**src/rtl/riscv_imm_pkg.sv**
```systemverilog
// Shared types, opcode constants, immediate ranges and packing helpers
// for the RV64 immediate encoder.
package riscv_imm_pkg;

  typedef enum logic [2:0] {
    IT_I  = 3'b000,
    IT_S  = 3'b001,
    IT_SB = 3'b010,
    IT_UJ = 3'b011,
    IT_U  = 3'b100
  } instr_type_e;

  localparam logic [6:0] OPC_LUI    = 7'b0110111;
  localparam logic [6:0] OPC_OP_IMM = 7'b0010011;
  localparam logic [2:0] F3_ADDI    = 3'b000;

  localparam logic signed [63:0] I_MIN  = -64'sd2048;
  localparam logic signed [63:0] I_MAX  =  64'sd2047;
  localparam logic signed [63:0] S_MIN  = -64'sd2048;
  localparam logic signed [63:0] S_MAX  =  64'sd2047;
  localparam logic signed [63:0] SB_MIN = -64'sd4096;
  localparam logic signed [63:0] SB_MAX =  64'sd4094;
  localparam logic signed [63:0] UJ_MIN = -64'sd1048576;
  localparam logic signed [63:0] UJ_MAX =  64'sd1048574;
  localparam logic signed [63:0] U_MIN  = -64'sd524288;
  localparam logic signed [63:0] U_MAX  =  64'sd524287;

  // LUI+ADDI window; upper bound leaves room for the imm[11] carry into hi
  localparam logic signed [63:0] EXP_MIN = -64'sd2147483648;
  localparam logic signed [63:0] EXP_MAX =  64'sd2147481599;

  // Scatter immediate bits into the template's immediate fields.
  function automatic logic [31:0] pack_imm(input logic [2:0] ty,
                                           input logic [31:0] t,
                                           input logic [63:0] imm);
    logic [31:0] w;
    w = t;
    case (ty)
      IT_I:  w = {imm[11:0], t[19:0]};
      IT_S:  w = {imm[11:5], t[24:12], imm[4:0], t[6:0]};
      IT_SB: w = {imm[12], imm[10:5], t[24:12], imm[4:1], imm[11], t[6:0]};
      IT_UJ: w = {imm[20], imm[10:1], imm[11], imm[19:12], t[11:0]};
      IT_U:  w = {imm[19:0], t[11:0]};
      default: w = t;
    endcase
    return w;
  endfunction

  // Template with the immediate fields of the given type cleared.
  function automatic logic [31:0] mask_imm(input logic [2:0] ty,
                                           input logic [31:0] t);
    logic [31:0] w;
    w = t;
    case (ty)
      IT_I:          w = {12'b0, t[19:0]};
      IT_S, IT_SB:   w = {7'b0, t[24:12], 5'b0, t[6:0]};
      IT_UJ, IT_U:   w = {20'b0, t[11:0]};
      default:       w = t;
    endcase
    return w;
  endfunction

endpackage

```
**src/rtl/imm_range_check.sv**
```systemverilog
// Combinational legality check of a 64-bit signed immediate for a given
// instruction type. Illegal type codes report out of range.
module imm_range_check
  import riscv_imm_pkg::*;
(
  input  logic [2:0]  i_type,
  input  logic [63:0] i_imm,
  output logic        o_in_range,
  output logic        o_misaligned
);

  logic signed [63:0] w_imm;

  // Compare the full signed value against the per-type window
  always_comb begin
    w_imm        = $signed(i_imm);
    o_in_range   = 1'b0;
    o_misaligned = 1'b0;
    case (i_type)
      IT_I:  o_in_range = (w_imm >= I_MIN)  && (w_imm <= I_MAX);
      IT_S:  o_in_range = (w_imm >= S_MIN)  && (w_imm <= S_MAX);
      IT_SB: begin
        o_in_range   = (w_imm >= SB_MIN) && (w_imm <= SB_MAX);
        o_misaligned = i_imm[0];
      end
      IT_UJ: begin
        o_in_range   = (w_imm >= UJ_MIN) && (w_imm <= UJ_MAX);
        o_misaligned = i_imm[0];
      end
      IT_U:  o_in_range = (w_imm >= U_MIN)  && (w_imm <= U_MAX);
      default: begin
        o_in_range   = 1'b0;
        o_misaligned = 1'b0;
      end
    endcase
  end

endmodule

```
**src/rtl/imm_encoder.sv**
```systemverilog
// Streaming immediate encoder: packs a 64-bit immediate into an RV64
// instruction template, optionally splitting wide ADDI into LUI+ADDI.
//
// state   | meaning
// IDLE    | no output word held, ready for a request
// ONE     | presenting a single word (or final ADDI of a pair, or an error)
// PAIR_HI | presenting the LUI of a pair, ADDI waiting in r_pend
module imm_encoder
  import riscv_imm_pkg::*;
#(
  parameter bit EXPAND_EN = 1'b1
) (
  input  logic        i_clock,
  input  logic        i_reset,
  input  logic        i_in_valid,
  output logic        o_in_ready,
  input  logic [31:0] i_in_instr,
  input  logic [2:0]  i_in_type,
  input  logic [63:0] i_in_imm,
  output logic        o_out_valid,
  input  logic        i_out_ready,
  output logic [31:0] o_out_instr,
  output logic        o_out_err,
  output logic        o_out_last
);

  typedef enum logic [1:0] {
    ST_IDLE    = 2'd0,
    ST_ONE     = 2'd1,
    ST_PAIR_HI = 2'd2
  } state_e;

  state_e      r_state, w_state_nxt;
  logic [31:0] r_out_instr, r_pend;
  logic        r_out_err, r_out_last;

  logic        w_in_range, w_misaligned;
  logic        w_is_addi, w_exp_range, w_expand, w_err;
  logic [4:0]  w_rd;
  logic [19:0] w_hi;
  logic [31:0] w_lui, w_addi, w_word;
  logic        w_load_new, w_load_pend;

  imm_range_check u_range (
    .i_type       (i_in_type),
    .i_imm        (i_in_imm),
    .o_in_range   (w_in_range),
    .o_misaligned (w_misaligned)
  );

  // Decode expansion eligibility and build the candidate output words
  always_comb begin
    w_rd        = i_in_instr[11:7];
    w_is_addi   = (i_in_type == IT_I) && (i_in_instr[6:0] == OPC_OP_IMM) &&
                  (i_in_instr[14:12] == F3_ADDI) && (w_rd != 5'd0);
    w_exp_range = ($signed(i_in_imm) >= EXP_MIN) && ($signed(i_in_imm) <= EXP_MAX);
    w_expand    = EXPAND_EN && w_is_addi && !w_in_range && w_exp_range;
    w_err       = !w_expand && (!w_in_range || w_misaligned);
    w_hi        = i_in_imm[31:12] + {19'b0, i_in_imm[11]};
    w_lui       = {w_hi, w_rd, OPC_LUI};
    w_addi      = {i_in_imm[11:0], w_rd, F3_ADDI, w_rd, OPC_OP_IMM};
    if (w_expand)
      w_word = w_lui;
    else if (w_err)
      w_word = mask_imm(i_in_type, i_in_instr);
    else
      w_word = pack_imm(i_in_type, i_in_instr, i_in_imm);
  end

  // State register
  always_ff @(posedge i_clock or posedge i_reset) begin
    if (i_reset)
      r_state <= ST_IDLE;
    else
      r_state <= w_state_nxt;
  end

  // Next state, handshake and load strobes
  always_comb begin
    w_state_nxt = r_state;
    o_in_ready  = 1'b0;
    o_out_valid = 1'b0;
    w_load_new  = 1'b0;
    w_load_pend = 1'b0;
    case (r_state)
      ST_IDLE: begin
        o_in_ready = 1'b1;
        if (i_in_valid) begin
          w_load_new  = 1'b1;
          w_state_nxt = w_expand ? ST_PAIR_HI : ST_ONE;
        end
      end
      ST_ONE: begin
        o_out_valid = 1'b1;
        if (i_out_ready) begin
          o_in_ready = 1'b1;
          if (i_in_valid) begin
            w_load_new  = 1'b1;
            w_state_nxt = w_expand ? ST_PAIR_HI : ST_ONE;
          end else begin
            w_state_nxt = ST_IDLE;
          end
        end
      end
      ST_PAIR_HI: begin
        o_out_valid = 1'b1;
        if (i_out_ready) begin
          w_load_pend = 1'b1;
          w_state_nxt = ST_ONE;
        end
      end
      default: w_state_nxt = ST_IDLE;
    endcase
  end

  // Output and pending-ADDI registers; hold while the consumer stalls
  always_ff @(posedge i_clock or posedge i_reset) begin
    if (i_reset) begin
      r_out_instr <= 32'd0;
      r_out_err   <= 1'b0;
      r_out_last  <= 1'b0;
      r_pend      <= 32'd0;
    end else if (w_load_new) begin
      r_out_instr <= w_word;
      r_out_err   <= w_err;
      r_out_last  <= !w_expand;
      if (w_expand)
        r_pend <= w_addi;
    end else if (w_load_pend) begin
      r_out_instr <= r_pend;
      r_out_err   <= 1'b0;
      r_out_last  <= 1'b1;
    end
  end

  assign o_out_instr = r_out_instr;
  assign o_out_err   = r_out_err;
  assign o_out_last  = r_out_last;

endmodule
```
**config.mk**
```make
export PLATFORM = sky130hd
export DESIGN_NAME = imm_encoder
export DESIGN_NICKNAME = d
export VERILOG_FILES = /design/src/rtl/riscv_imm_pkg.sv /design/src/rtl/imm_range_check.sv /design/src/rtl/imm_encoder.sv
export SDC_FILE = /design/constraint.sdc
export NUM_CORES = 1
export LEC_CHECK = 0
export ABC_AREA = 1
export CAP_MARGIN = 30
export CORE_ASPECT_RATIO = 0.6
export CORE_MARGIN = 1.5
export CORE_UTILIZATION = 44
export DETAILED_ROUTE_END_ITERATION = 10
export PLACE_DENSITY = 0.77
export RECOVER_POWER = 50
export SLEW_MARGIN = 40
export SYNTH_ARGS = -nofsm -noshare
export SYNTH_HDL_FRONTEND = slang
export SYNTH_SLANG_ARGS = --single-unit
```
**constraint.sdc**
```tcl
create_clock -name i_clock -period 2.9 [get_ports i_clock]
set_clock_uncertainty 0.15 [all_clocks]
set_input_delay 0.58 -clock i_clock [delete_from_list [all_inputs] [get_ports i_clock]]
set_output_delay 0.58 -clock i_clock [all_outputs]
set_load 0.01 [all_outputs]
```
==> reports/metrics.yaml, run 1 <==
yosys:
  synth_top_area_frac: 0.2706
  synth_cells: 815
  synthDistinctLibCells: 45
  ys_seq_area_frac: 0.2706
  synthTopCellsByCount: "nand2_1, nor2_1, inv_1, nand3_1, dfrtp_1"
  ys_top_cells_by_area: "dfrtp_1, nand2_1, nor2_1"
  ys.flop_type: "dfrtp_1"
  synth_async_sr_flop_share: 1.000
  synth_area_per_cell_sq_um: 6.127
  synth_edf_count: 0
  syn-num-nets: 925
  yosysWarnings: 0
  synth_most_common_cell: "nand2_1"
  synth-seq-cells: 54
  yosysTopAreaCell: "dfrtp_1"
  synth_area_sq_um: 4994
detailed_routing:
  wl_per_cell_microns: 17.13
  firstDrtPassIters: 11
  drt_wl_total_mm: 21.08
  viasPerCell: 5.432
  ant_nets: 0
  dr_total_vias: 6687
  drc_errors: 1
  drt-initial-drc-count: 919
timing:
  worstMarginPinSlew_ns: 1.337
  hold_violations: 0
  slew_headroom: 0.1088
  finalMaxSlewViolations: 0
  max_freq_mhz: 352.9
  final.period_utilization: 0.9772
  rsz0062_at_grt: "yes"
  fin_crit_ns: 2.834
  setup_viol: 0
placement:
  place_congestion: 1.007
  portBuffers: 138
  dpl_cell_area_sq_um: 7546
  place_hpwl_mm: 17.13
global_route:
  grt_util_all_layers: 0.3528
  grt_pass1_vias: 5950
  grt_max_degree: 55
  grt_antenna_before_repair: 0
  grt_remaining_overflow: 0
  grt_first_pass_wirelength_mm: 32.22
layout:
  fillers: 927
  final_cell_area_sq_um: 7893
  nets: 1201
  multi_input_area_sq_um: 3278
  area_delta_synth_final_pct: 58.06
  layout-drive-gt1-share: 0.2271
  final_util: 0.7299
  seqCellArea_sq_um: 1351
  antenna_cells: 0
setup_path:
  start_kind: "primary input"
  path_class: "primary input to flop"
  worstPathMaxFanout: 6
  critPathArrivalTime_ns: 2.91
  worstSetupEndpointType: "flop"
  required_ns: 2.98
floorplan:
  dieWidth_microns: 140.5
  start_util: 0.4618
  rows: 29
  die_area_sq_um: 12020
  io_pins: 139
  die_y_microns: 85.52
  core_area_sq_um: 10810
run_status:
  status: "finished, violations left"
  violations: "design-rule violations"
power:
  power.density_nw_per_um2: 468.1
  power_uw: 3694
  ir_drop_mv: 0.4844
  p_leak_uw: 0.003792
clock_network:
  numCtsBuffers: 5
  cts_root_buf: "clkbuf_16"
  h-tree-depth: 2
  clockBufferDepth: 2
  path_clk_slew_ns: 0.07
  clock_latency_ns: 0.30
  cts_tree: "yes"
  cts_sinks: 54
min_path:
  holdCritPathClass: "flop to flop"
job:
  drv_cap: 0
-- what timing repair did --
action	4_1_cts	5_1_grt
buffers inserted	0	4
hold buffers	0	0
gates resized for setup	4	54
gates cloned	0	0
pin swaps	1	10
endpoints found under the setup margin	34	46
-- cells in the final DEF (no fill, tap or decap), types with 2 or more instances in the layout --
cell type / instances
nor2_2: 21
or2_2: 3
a31oi_2: 2
dlygate4sd2_1: 2
buf_6: 2
o21ai_0: 29
nand3_1: 58
clkinv_1: 3
nand2_4: 3
xor2_1: 11
nand4_1: 19
clkbuf_16: 5
xnor2_1: 3
nor2_1: 141
ha_1: 6
nor3_1: 6
a22oi_1: 2
o22ai_1: 17
dfrtp_1: 54
dlygate4sd3_1: 12
inv_1: 75
nand2_1: 220
nor4_1: 2
inv_2: 9
nor2_4: 9
a21oi_1: 22
nor3_2: 2
o211ai_1: 2
a21oi_2: 6
clkbuf_8: 2
nand3_4: 2
dlymetal6s2s_1: 18
o21ai_2: 3
a221oi_1: 2
clkdlybuf4s50_1: 106
nand3_2: 4
buf_4: 149
o21ai_1: 29
nand2_2: 16
-- worst paths after layout --
path	from	endpoint	slack, ns	cells past startpoint
min in group asynchronous	i_reset	o_out_instr[31]	1.02	3
max in group asynchronous	i_reset	o_out_instr[15]	0.76	3
worst max-delay path	i_in_imm[26]	o_out_instr[17]	0.07	16
worst max register to register	r_state[0]	o_out_instr[21]	0.60	12
worst min register to register	r_pend[4]	r_pend[4]	0.32	1
worst min-delay path	r_pend[4]	r_pend[4]	0.32	1
-- sequential cells by signal, indices dropped and copies added, names as in the netlist --
register and count:
r_pend 18, o_out_last 1, r_state 2, o_out_instr 32, o_out_err 1
-- final cells by class --
cell class,instances,area share
multi-input combinational,651,0.4153
timing repair buffer,291,0.3282
sequential,54,0.1712
inverter,88,0.04280
tap,139,0.02204
clock buffer,7,0.01934
clock inverter,1,0.001110
-- power by group --
group	switching (uW)	internal (uW)	total, uW
clock network	280	369	649
registers	148	989	1140
logic	974	934	1910
-- metrics by stage --
stage | cells | worst slack, ns | setup TNS [ns] | hold WS [ns]
after global routing | 1231 | -0.06267 | -0.4771 | 0.3349
final | 1231 | 0.06612 | 0 | 0.3242
after CTS | 1227 | 0.06073 | 0 | 0.3224
after detailed placement | 1219 | -0.3905 | -15.61 | 0.3075
after global placement | 1219 | -0.3858 | -15.53 | 0.3011
after floorplan | 815 | 0.5225 | 0 | 0.2838
-- kinds of logic after synthesis --
family,after synthesis,synth area share
DFF,54,0.2706
AOI/OAI and AO/OA,118,0.1361
buffers and inverters,110,0.09596
xor gates and xnor gates,14,0.02456
adders and majority gates,7,0.01754
and+or+nand+nor,512,0.4553
-- routing by layer --
metal | vias up | part of all wire | global-route usage | wire length (microns)
met2 | 400 | 0.38 | 0.4734 | 8054
li1 | 3187 | - | - | -
met1 | 3071 | 0.48 | 0.5673 | 10110
met5 | - | 0 | 0 | 0
met4 | 0 | 0.0089 | 0.04451 | 187
met3 | 29 | 0.13 | 0.09269 | 2727
-- critical path, stage by stage --
cell	delay [ns]
clkdlybuf4s50_1	0.54
buf_4	0.14
nand4_1	0.12
nor2_1	0.13
nand2_1	0.10
nor2_4	0.16
nand2_1	0.10
nand2_1	0.10
nand3_2	0.08
buf_4	0.15
nand4_4	0.09
nand2_4	0.09
buf_4	0.17
nor2_1	0.14
o21ai_2	0.09
a21oi_1	0.13
No activity file was read; power rests on OpenSTA's default activity.
==> run 2, diff against run 1 <==
--- a/config.mk
+++ b/config.mk
@@ -11,6 +11,7 @@
 export CORE_MARGIN = 1.5
 export CORE_UTILIZATION = 44
 export DETAILED_ROUTE_END_ITERATION = 10
+export GPL_TIMING_DRIVEN = 0
 export PLACE_DENSITY = 0.77
 export RECOVER_POWER = 50
 export SLEW_MARGIN = 40
==> reports/metrics.yaml, run 2 (synthesis gave the netlist of run 1 again) <==
run_status:
  status: "finished clean"  # was finished, violations left
power:
  p_sw_frac: 0.3930  # was 0.3794
  ir_drop_mv: 0.3834  # was 0.4844 mV
  intPower_uw: 2110  # was 2293 uW
  p_leak_uw: 0.003344  # was 0.003792 uW
  p_seq_frac: 0.324  # was 0.308
  power.density_nw_per_um2: 501.0  # was 468.1 nW/um^2
  pwr-share-clk: 0.178  # was 0.176
  power.switching_uw: 1367  # was 1402 uW
  comb_power_share: 0.498  # was 0.516
layout:
  final_util: 0.6419  # was 0.7299
  multi_input_area_sq_um: 3311  # was 3278 sq um
  layout-drive-gt1-share: 0.1320  # was 0.2271
  nets: 1079  # was 1201
  mostFrequentLayoutCells: "nand2_1, nor2_1, inv_1"  # was nand2_1, buf_4, nor2_1
  antenna_cells: 0  # unchanged
  seqCellArea_sq_um: 1351  # unchanged
  area_delta_synth_final_pct: 38.99  # was 58.06%
  largest_reg_flops: 32  # unchanged
  final_common_cell: "nand2_1"  # unchanged
  fillers: 1050  # was 927
clock_network:
  cts_tree: "yes"  # unchanged
  clock_latency_ns: 0.30  # about the same
  numCtsBuffers: 5  # unchanged
  cts_sinks: 54  # unchanged
  clockBufferDepth: 2  # unchanged
  cts_root_buf: "clkbuf_16"  # unchanged
  path_clk_slew_ns: 0.07  # about the same
  h-tree-depth: 2  # unchanged
timing:
  holdWs_ns: 0.3262  # was 0.3242 ns
  slew_headroom: 0.2938  # was 0.1088
  finalMaxSlewViolations: 0  # unchanged
  setup_viol: 0  # unchanged
  max_freq_mhz: 356.2  # was 352.9 MHz
  final.period_utilization: 0.9681  # was 0.9772
  fin_crit_ns: 2.807  # was 2.834 ns
  hold_violations: 0  # unchanged
  worstMarginPinSlew_ns: 1.059  # was 1.337 ns
floorplan:
  io_pins: 139  # unchanged
  dieWidth_microns: 140.5  # unchanged
  core_area_sq_um: 10810  # unchanged
  die_area_sq_um: 12020  # unchanged
  start_util: 0.4618  # unchanged
  rows: 29  # unchanged
  die_y_microns: 85.52  # unchanged
detailed_routing:
  viasPerCell: 5.546  # was 5.432
  drt-initial-drc-count: 768  # was 919
  drt_wl_total_mm: 19.46  # was 21.08 mm
  dr_total_vias: 6150  # was 6687
  drc_errors: 0  # was 1
  firstDrtPassIters: 6  # was 11
  ant_nets: 0  # unchanged
  wl_per_cell_microns: 17.55  # was 17.13 microns
placement:
  place_congestion: 1.050  # was 1.007
  place_hpwl_mm: 15.59  # was 17.13 mm
  portBuffers: 136  # was 138
global_route:
  grt_pass1_vias: 5594  # was 5950
  grt_max_degree: 44  # was 55
  grt_remaining_overflow: 0  # unchanged
  grt_util_all_layers: 0.3326  # was 0.3528
  grt_first_pass_wirelength_mm: 30.42  # was 32.22 mm
  grt_antenna_before_repair: 0  # unchanged
setup_path:
  worstSetupEndpointType: "flop"  # unchanged
  required_ns: 2.91  # was 2.98 ns
  path_class: "primary input to flop"  # unchanged
  worstPathMaxFanout: 10  # was 6
  critPathArrivalTime_ns: 2.82  # was 2.91 ns
  start_kind: "primary input"  # unchanged
min_path:
  holdCritPathClass: "flop to flop"  # unchanged
job:
  drv_cap: 0  # unchanged
[run 2: cell types whose count changed in the layout (fill, tap and decap cells not counted), sizes merged, moves of 2 or more]
cell,previous run,this run
dlygate4sd2,2,15
dlymetal6s2s,18,33
clkinvlp,0,3
clkbuf,8,22
dlygate4sd3,12,17
clkdlybuf4s15,0,6
buf,152,22
clkinv,4,2
clkdlybuf4s50,106,59
[run 2: final timing paths]
kind,from,to,slack (ns),cells after the start
hold reg to reg,r_pend[4],r_pend[4],0.33,1
max in group asynchronous,i_reset,o_out_instr[15],0.66,3
setup / recovery,i_in_imm[14],o_out_instr[16],0.09,18
min in group asynchronous,i_reset,r_state[1],0.58,2
hold / removal,r_pend[4],r_pend[4],0.33,1
setup reg to reg,r_state[1],o_out_instr[8],0.41,10
[run 2: power groups by stage]
stage	clock network, uW	registers (uW)	logic [uW]
final	619	1130	1730
after global placement	0	1130	1710
after global routing	657	1150	1880
after floorplan	0	1230	713
after detailed placement	0	1140	1730
after CTS	621	1130	1740
[run 2: layer usage]
layer	vias to the layer above	global-route usage	part of all wire
li1	2949	-	-
met1	2788	0.5369	0.48
met2	393	0.4289	0.36
met3	20	0.1094	0.15
met4	0	0.03788	0.0067
met5	-	0	0
[run 2: cell type report]
class,count,share of cell area
Inverter,88,0.04813
Clock inverter,3,0.003425
Clock buffer,5,0.01803
Sequential cell,54,0.1947
Timing Repair Buffer,147,0.2125
Buffer,22,0.02109
Multi-Input combinational cell,651,0.4770
Tap cell,139,0.02506
[run 2: timing repair]
action	4_1_cts	5_1_grt
gates cloned	0	0
setup buffers	2	8
resized for setup	45	74
hold buffers	0	0
setup endpoints to repair	48	48
pin swaps	4	14
[run 2: critical path, stage by stage]
cell,delay (ns)
clkdlybuf4s15_1,0.31
nand2_2,0.14
inv_2,0.07
nand2_2,0.08
nor2_4,0.18
nand2_1,0.11
nor2_4,0.15
nand2_1,0.11
nand2_1,0.10
nand3_2,0.10
nand2_2,0.11
nor2_4,0.07
buf_4,0.14
nand2_2,0.05
buf_4,0.17
nand2_1,0.06
o21ai_1,0.18
a21oi_1,0.11
[run 2: stage by stage]
| stage | worst slack, ns | power, uW | instance area, sq um | std cells | setup TNS (ns) |
|---|---|---|---|---|---|
| floorplan | 0.5225 | 1947 | 4994 | 815 | 0 |
| global placement | -0.6996 | 2849 | 6529 | 1090 | -33.75 |
| detailed placement | -0.7047 | 2871 | 6551 | 1091 | -26.00 |
| CTS | 0.002939 | 3487 | 6749 | 1101 | 0 |
| global route | -0.008752 | 3690 | 6940 | 1109 | -0.02802 |
| finish | 0.09262 | 3477 | 6940 | 1109 | 0 |
